**src/rtl/led_out_port.sv**
```systemverilog
// LED output port on a Z80-style I/O bus: an 8-bit LED register with read-back.
// Latency: the bus strobes are synchronized before use, so a write reaches Led on the 3rd mclk edge after the strobes fall.
// Backpressure: none. The FSM waits in HOLD until iorq_n is released, so each bus cycle writes at most once.
// Optional feature: define LED_BLINK_EN to add a blink_mask register at PORT_ADDR+1 and a BLINK_DIV blink counter.
// Ports: mclk, rst_n (async, active low); iorq_n/wr_n/rd_n/addr/data_in (bus inputs);
//        data_out/data_oe (read-back to the bus); Led (LED drive, 1 = lit).
module led_out_port #(
  parameter logic [7:0] PORT_ADDR = 8'h01,
  parameter int         BLINK_DIV = 25000000
) (
  input  logic       mclk,
  input  logic       rst_n,
  input  logic       iorq_n,
  input  logic       wr_n,
  input  logic       rd_n,
  input  logic [7:0] addr,
  input  logic [7:0] data_in,
  output logic [7:0] data_out,
  output logic       data_oe,
  output logic [7:0] Led
);

  if (BLINK_DIV < 2) begin : g_bad_div
    $error("BLINK_DIV must be at least 2");
  end

  typedef enum logic [1:0] {IDLE, WRITE, READ, HOLD} state_t;

  state_t     state, next_state;
  logic [1:0] iorq_sync, wr_sync, rd_sync;
  logic       iorq_s, wr_s, rd_s;
  logic [7:0] led_reg;
  logic       hit_led, hit, ld_led;

  // The synchronizers reset to 1 so that the strobes read as inactive.
  // A bus cycle that is still active when reset is released is therefore
  // seen only after it has passed through both flops.
  always_ff @(posedge mclk or negedge rst_n) begin
    if (!rst_n) begin
      iorq_sync <= 2'b11;
      wr_sync   <= 2'b11;
      rd_sync   <= 2'b11;
    end else begin
      iorq_sync <= {iorq_sync[0], iorq_n};
      wr_sync   <= {wr_sync[0], wr_n};
      rd_sync   <= {rd_sync[0], rd_n};
    end
  end

  assign iorq_s = iorq_sync[1];
  assign wr_s   = wr_sync[1];
  assign rd_s   = rd_sync[1];

  assign hit_led = (addr == PORT_ADDR);

`ifdef LED_BLINK_EN
  localparam logic [7:0] MASK_ADDR = PORT_ADDR + 8'd1;
  localparam int         CW        = $clog2(BLINK_DIV);

  logic          hit_mask, ld_mask, sel_mask_q, sample, phase;
  logic [7:0]    blink_mask;
  logic [CW-1:0] cnt;

  assign hit_mask = (addr == MASK_ADDR);
  assign hit      = hit_led | hit_mask;

  // The blink counter runs freely. Writes to blink_mask do not disturb it.
  always_ff @(posedge mclk or negedge rst_n) begin
    if (!rst_n) begin
      cnt   <= '0;
      phase <= 1'b0;
    end else if (cnt == CW'(BLINK_DIV - 1)) begin
      cnt   <= '0;
      phase <= ~phase;
    end else begin
      cnt <= cnt + CW'(1);
    end
  end

  always_ff @(posedge mclk or negedge rst_n) begin
    if (!rst_n) begin
      blink_mask <= 8'h00;
      sel_mask_q <= 1'b0;
    end else begin
      if (ld_mask) blink_mask <= data_in;
      // Remember which register the bus cycle addressed, for read-back in READ.
      if (sample)  sel_mask_q <= hit_mask;
    end
  end

  assign Led = led_reg & ~(blink_mask & {8{phase}});
`else
  assign hit = hit_led;
  assign Led = led_reg;
`endif

  // Data is taken from the bus in the same cycle the FSM leaves IDLE. The
  // load lands on the edge that enters WRITE, which gives the 3-edge latency.
  always_ff @(posedge mclk or negedge rst_n) begin
    if (!rst_n) led_reg <= 8'h00;
    else if (ld_led) led_reg <= data_in;
  end

  always_ff @(posedge mclk or negedge rst_n) begin
    if (!rst_n) state <= IDLE;
    else        state <= next_state;
  end

  always_comb begin
    next_state = state;
    data_oe    = 1'b0;
    data_out   = 8'h00;
    ld_led     = 1'b0;
`ifdef LED_BLINK_EN
    ld_mask    = 1'b0;
    sample     = 1'b0;
`endif
    case (state)
      IDLE: begin
        if (!iorq_s) begin
`ifdef LED_BLINK_EN
          sample = 1'b1;
`endif
          if (hit && !wr_s && rd_s) begin
            next_state = WRITE;
            ld_led     = hit_led;
`ifdef LED_BLINK_EN
            ld_mask    = hit_mask;
`endif
          end else if (hit && !rd_s && wr_s) begin
            next_state = READ;
          end else if (!hit || (!wr_s && !rd_s)) begin
            next_state = HOLD;
          end
          // If the address decodes but neither wr_n nor rd_n is low yet,
          // stay in IDLE and wait for a strobe.
        end
      end
      WRITE: next_state = HOLD;
      READ: begin
        data_oe = 1'b1;
`ifdef LED_BLINK_EN
        data_out = sel_mask_q ? blink_mask : led_reg;
`else
        data_out = led_reg;
`endif
        if (iorq_s || rd_s) next_state = IDLE;
      end
      HOLD: if (iorq_s) next_state = IDLE;
      default: next_state = IDLE;
    endcase
  end

endmodule
```
**config.mk**
```make
export PLATFORM = sky130hd
export DESIGN_NAME = led_out_port
export DESIGN_NICKNAME = d
export VERILOG_FILES = /design/src/rtl/led_out_port.sv
export SDC_FILE = /design/constraint.sdc
export NUM_CORES = 1
export LEC_CHECK = 0
export ABC_AREA = 1
export BUFFER_PORTS_ARGS = -buffer_cell sky130_fd_sc_hd__buf_2
export CORE_UTILIZATION = 40
export DETAILED_ROUTE_END_ITERATION = 7
export PLACE_DENSITY = 0.67
export SETUP_SLACK_MARGIN = 0.3
export SLEW_MARGIN = 10
export SYNTH_ARGS = -nofsm -noshare
export SYNTH_HDL_FRONTEND = slang
export SYNTH_SLANG_ARGS = --single-unit
```
**constraint.sdc**
```tcl
create_clock -name mclk -period 3.1 [get_ports mclk]
set_clock_uncertainty 0.1 [all_clocks]
set_input_delay 0 -clock mclk [delete_from_list [all_inputs] [get_ports mclk]]
set_output_delay 0 -clock mclk [all_outputs]
set_load 0.01 [all_outputs]
```
==> results of run 1 <==
[kinds of logic after synthesis]
family | Yosys count | synth area share, %
flops | 16 | 51.83
simple gates | 40 | 25.12
compound gates | 11 | 11.13
buf+inv | 23 | 11.92
[power breakdown]
part	switching [mW]	internal [mW]
Clock	0.0629	0.0498
Sequential	0.0274	0.230
Combinational	0.0720	0.0507
[metal layers]
layer	track usage (%)	vias up	share of wire, %
li1	-	370	-
met3	2.353	2	3.1
met5	0	-	0
met4	8.824	0	1.2
met2	29.17	22	53
met1	19.55	331	43
[metrics by stage]
| step | instances | area [sq um] | utilization (%) | total power [mW] |
|---|---|---|---|---|
| after detailed placement | 151 | 992.2 | 55.65 | 0.3743 |
| after global routing | 167 | 1139 | 63.86 | 0.5285 |
| after CTS | 167 | 1139 | 63.86 | 0.4993 |
| final | 167 | 1139 | 63.86 | 0.4931 |
| after global placement | 151 | 992.2 | 55.65 | 0.3691 |
| after floorplan | 90 | 787.0 | - | 0.3283 |
[layout make-up]
| class | count | area share [%] |
|---|---|---|
| Inverter | 22 | 7.253 |
| Multi-Input combinational cell | 51 | 25.06 |
| Sequential cell | 16 | 35.82 |
| Clock buffer | 4 | 2.308 |
| Timing Repair Buffer | 49 | 26.81 |
| Tap cell | 25 | 2.747 |
[registers in the layout (all words and copies together) (netlist names)]
register,flops
Led,8
iorq_sync,2
rd_sync,2
state,2
wr_sync,2
[synth_stat cells]
master / n / share of area, %
o211ai_1: 1 / 0.95
nand2_2: 2 / 1.6
inv_1: 22 / 10
o21ai_0: 1 / 0.64
nor2_1: 13 / 6.2
dfstp_2: 6 / 20
nor2_4: 2 / 2.9
nand4_4: 1 / 2.7
dfrtp_1: 10 / 32
o21ai_2: 8 / 8.9
nand2_1: 16 / 7.6
buf_6: 1 / 1.4
a21oi_1: 1 / 0.64
nand3_1: 3 / 1.9
nor3_1: 1 / 0.64
nor2_2: 2 / 1.6
[worst max-delay path: cells and delay by family (launching register included)]
kind | cells | cell delay (ns)
buffers and inverters | 3 | 0.38
DFF | 1 | 0.45
and+or+nand+nor | 2 | 0.23
[worst max path at each step]
stage	endpoint	slack [ns]
after floorplan	Led[4]	1.80
after global placement	Led[0]	1.70
after detailed placement	Led[6]	1.67
after CTS	data_out[6]	1.64
after global routing	data_out[6]	1.53
final	data_out[5]	1.65
==> flow_metrics.tcl, run 1 <==
set metrics [dict create \
    fin_crit_ns 1.451 \
    grt_max_degree 17 \
    cts_tree "done" \
    setup_viol 0 \
    yosysWarnings 0 \
    powerDensity_nw_per_um2 433.1 \
    final_antenna_net_count 0 \
    critical_path.cell_chain "inv_1 > nor2_1 > inv_1 > nor2_1 > buf_2" \
    syn_area_per_cell_sq_um 8.745 \
    io_pins 38 \
    multi_input_area_sq_um 285.3 \
    clkLatencyLatePin_ns 0.28 \
    vdd_drop_max_mv 0.3100 \
    cts_sinks 16 \
    antenna_found_initial 0 \
    drt_iter0_drc 10 \
    rows 15 \
    routabilityCongestion 0.8848 \
    regArea_sq_um 407.9 \
    antenna_cells 0 \
    path_class "reg -> out" \
    ys_seq_area_share_pct 51.83 \
    grt_pass1_wl_microns 2477 \
    htree_num_levels 1 \
    crit_required_ns 3.00 \
    cts_resized 0 \
    hold_buffers 12 \
    netlist_area_sq_um 787.0 \
    hold_slack_ns 0.04035 \
    viasPerCell 4.341 \
    slew_headroom_pct 77.56 \
    crit_start "state[1]" \
    clk_pin_slew_worst_paths_ns 0.10 \
    fin_nets 164 \
    min_path_type "in -> async" \
    ff2ff_setup_slack_ns 1.67 \
    numCtsBuffers 3 \
    fmax_mhz 689.0 \
    track_usage_pct 16.75 \
    tightest_slew_ns 0.3365 \
    synthesis.nets 111 \
    finalMaxSlewViolations 0 \
    syn_inst 90 \
    hpwlAfterDp_microns 1057 \
    max_cap_violations 0 \
    hold_violations 0 \
    ys_seq_elements 16 \
    drt-wirelength-per-cell_microns 9.419 \
    core-area_sq_um 1783 \
    die_x_microns 46.36 \
    status "complete, no violations" \
    tns_ns 0 \
    ys_types 16 \
    grt_pass1_vias 619 \
    reg2reg_to "Led[1]" \
    clock_tree.root_cell "clkbuf_4" \
    reg2regPathDepth 5 \
    syn_to_final_growth_pct 44.67 \
    final_common_cell "buf_2" \
    p_leak_nw 0.6088 \
    die_h_microns 46.36 \
    crit_slowest_cell "dfrtp_1" \
    max_stage_delay_ns 0.45 \
    initial_core_util_pct 44.14 \
    drtPass1Iterations 4 \
    drive_above_1_share_pct 42.96 \
    reg2reg_from "rd_sync[1]" \
    final_cell_mix "37 x buf_2, 22 x inv_1, 16 x nand2_1" \
    drcViolationCount 0 \
    clk_path_buf_depth 2 \
    portBuffers 37 \
    path_max_fanout 8 \
    vias 725 \
    dp_slack_ns 1.671 \
    cts_setup_buffers 0 \
    drt_wl_total_microns 1573 \
    critical_path_arrival_ns 1.35 \
    rsz0062_at_grt "no" \
    dieArea_sq_um 2149 \
    start_kind "flop" \
    worstSetupEndpointType "output pin" \
    grt_overflow 0 \
    fin_ws_ns 1.649 \
    fillers 156 \
    min_period_over_period_pct 46.82 \
]
(Power assumes the default switching activity.)
==> inputs of run 2 (changes only) <==
--- a/config.mk
+++ b/config.mk
@@ -9,7 +9,7 @@
 export BUFFER_PORTS_ARGS = -buffer_cell sky130_fd_sc_hd__buf_2
 export CORE_UTILIZATION = 40
 export DETAILED_ROUTE_END_ITERATION = 7
-export PLACE_DENSITY = 0.67
+export PLACE_DENSITY = 0.7
 export SETUP_SLACK_MARGIN = 0.3
 export SLEW_MARGIN = 10
 export SYNTH_ARGS = -nofsm -noshare
==> constraint.sdc (replaced) <==
create_clock -name mclk -period 1.2 [get_ports mclk]
set_clock_uncertainty 0.1 [all_clocks]
set_input_delay 0 -clock mclk [delete_from_list [all_inputs] [get_ports mclk]]
set_output_delay 0 -clock mclk [all_outputs]
set_load 0.01 [all_outputs]
==> flow_metrics.tcl, run 2 (synthesized netlist as in run 1, its figures left out) <==
set metrics [dict create \
    largest_reg_flops 8 \
    antenna_found_initial 0 \
    dp_slack_ns -0.08047 \
    clkLatencyLatePin_ns 0.29 \
    viasPerCell 4.333 \
    cp_top_family "flip-flops" \
    vdd_drop_max_mv 1.012 \
    use_met1_pct 22.28 \
    clk_path_buf_depth 2 \
    critical_path.cell_chain "buf_6 > nor2_4 > inv_6 > nor2_4 > buf_6" \
    seqPwrFrac_pct 36.9 \
    dieArea_sq_um 2149 \
    grt_pass1_wl_microns 2932 \
    core-area_sq_um 1783 \
    clock_tree.root_cell "clkbuf_4" \
    grt_pass1_vias 723 \
    p_leak_nw 0.6940 \
    fin_crit_ns 1.392 \
    crit_required_ns 1.10 \
    drive_above_1_share_pct 61.29 \
    antenna_cells 0 \
    netSwitchingPower_uw 606.7 \
    syn_to_final_growth_pct 77.90 \
    portBuffers 37 \
    die_h_microns 46.36 \
    drcViolationCount 0 \
    final_common_cell "buf_2" \
    rows 15 \
    track_usage_pct 20.51 \
    reg2reg_to "state[1]" \
    min_period_over_period_pct 116.0 \
    start_kind "flop" \
    drtPass1Iterations 4 \
    fin_cells 180 \
    busiest_layer "met2" \
    cts_sinks 16 \
    power.total_mw 1.706 \
    worstSetupEndpointType "output pin" \
    critical_path_buf_inv_count 3 \
    fin_ws_ns -0.1924 \
    setup_viol 19 \
    max_stage_delay_ns 0.42 \
    min_path_type "in -> async" \
    hold_violations 0 \
    dpl.cell_count 154 \
    drt_wl_total_microns 2049 \
    hpwlAfterDp_microns 1144 \
    grt_max_degree 17 \
    violations "negative setup slack" \
    path_max_fanout 8 \
    routabilityCongestion 0.8512 \
    final_cell_mix "30 x buf_2, 19 x inv_1, 12 x dlygate4sd3_1" \
    met3_usage_pct 8.235 \
    path_class "reg -> out" \
    initial_core_util_pct 44.14 \
    fin_nets 177 \
    numCtsBuffers 3 \
    vias 780 \
    drt_iter0_drc 13 \
    die_x_microns 46.36 \
    htree_num_levels 1 \
    drt-wirelength-per-cell_microns 11.38 \
    status "complete, but fails checks" \
    ff2ff_setup_slack_ns -0.13 \
    p_int_mw 1.100 \
    tightest_slew_ns 0.3493 \
    rsz0062_at_grt "yes" \
    cp-endpoint "data_out[5]" \
    reg2reg_from "state[0]" \
    reg2regPathDepth 5 \
    io_pins 38 \
    powerDensity_nw_per_um2 1219 \
    fmax_mhz 718.2 \
    clk_pin_slew_worst_paths_ns 0.09 \
    grtUsageMet2_pct 34.72 \
    finalMaxSlewViolations 0 \
    crit_start "state[0]" \
    path_depth 5 \
    clkPwrFrac_pct 20.8 \
    grt_overflow 0 \
    cts_tree "done" \
    crit_slowest_cell "dfrtp_2" \
    final_antenna_net_count 0 \
    max_cap_violations 0 \
    critical_path_arrival_ns 1.29 \
    p_comb_share_pct 42.3 \
    swShare_pct 35.56 \
    slew_headroom_pct 76.72 \
]
[run 2: cell types whose count changed in the layout (fill, tap and decap cells not counted), sizes merged]
cell,change
buf,+13
[run 2: cell type report]
class | count | area [sq um]
inverter | 22 | 87.58
fill | 120 | 382.9
sequential | 16 | 409.1
tap | 25 | 31.28
clock buffer | 4 | 36.28
timing repair buffer | 62 | 462.9
multi-input combinational | 51 | 372.9
[run 2: worst min path at each step]
stage	end	slack (ns)	cells past startpoint
floorplan	Led[0]	-0.40	0
global placement	Led[1]	-0.17	1
detailed placement	Led[4]	-0.17	1
CTS	Led[4]	0.05	2
global route	Led[0]	0.07	2
finish	state[1]	0.07	2
[run 2: worst register-to-register path: stages, from the launching register on]
cell and delay (ns):
dfrtp_2 0.42, buf_6 0.12, buf_4 0.14, o211ai_1 0.23, buf_4 0.15, a21oi_1 0.06
[run 2: power groups by stage]
stage	clock (mW)	sequential, mW	combinational, mW
floorplan	0	0.674	0.310
finish	0.355	0.630	0.721
global route	0.392	0.632	0.773
global placement	0	0.639	0.502
CTS	0.368	0.628	0.694
detailed placement	0	0.642	0.516
[run 2: layer usage]
| layer | part of all wire (%) | vias up | routed length, microns |
|---|---|---|---|
| li1 | - | 400 | - |
| met1 | 39 | 356 | 806 |
| met2 | 55 | 20 | 1120 |
| met3 | 4.4 | 4 | 90 |
| met4 | 1.5 | 0 | 31 |
| met5 | 0 | - | 0 |
[run 2: what timing repair did]
item / CTS / global route
setup endpoints to repair: 27 / 27
resized for setup: 14 / 3
hold buffers: 12 / 0
gates cloned: 0 / 0
pin swaps: 2 / 1
endpoints found under the hold margin: 27 / 0
buffers inserted: 6 / 4
[run 2: metrics by stage]
step | utilization (%) | TNS [ns] | hold WS (ns) | area [sq um]
3_5_place_dp | 61.19 | -0.6176 | -0.1691 | 1091
5_1_grt | 78.53 | -3.304 | 0.07039 | 1400
2_1_floorplan | - | -0.2231 | -0.3956 | 854.6
6_report | 78.53 | -2.353 | 0.06593 | 1400
3_3_place_gp | 61.19 | -0.3520 | -0.1732 | 1091
4_1_cts | 75.93 | -2.175 | 0.04621 | 1354
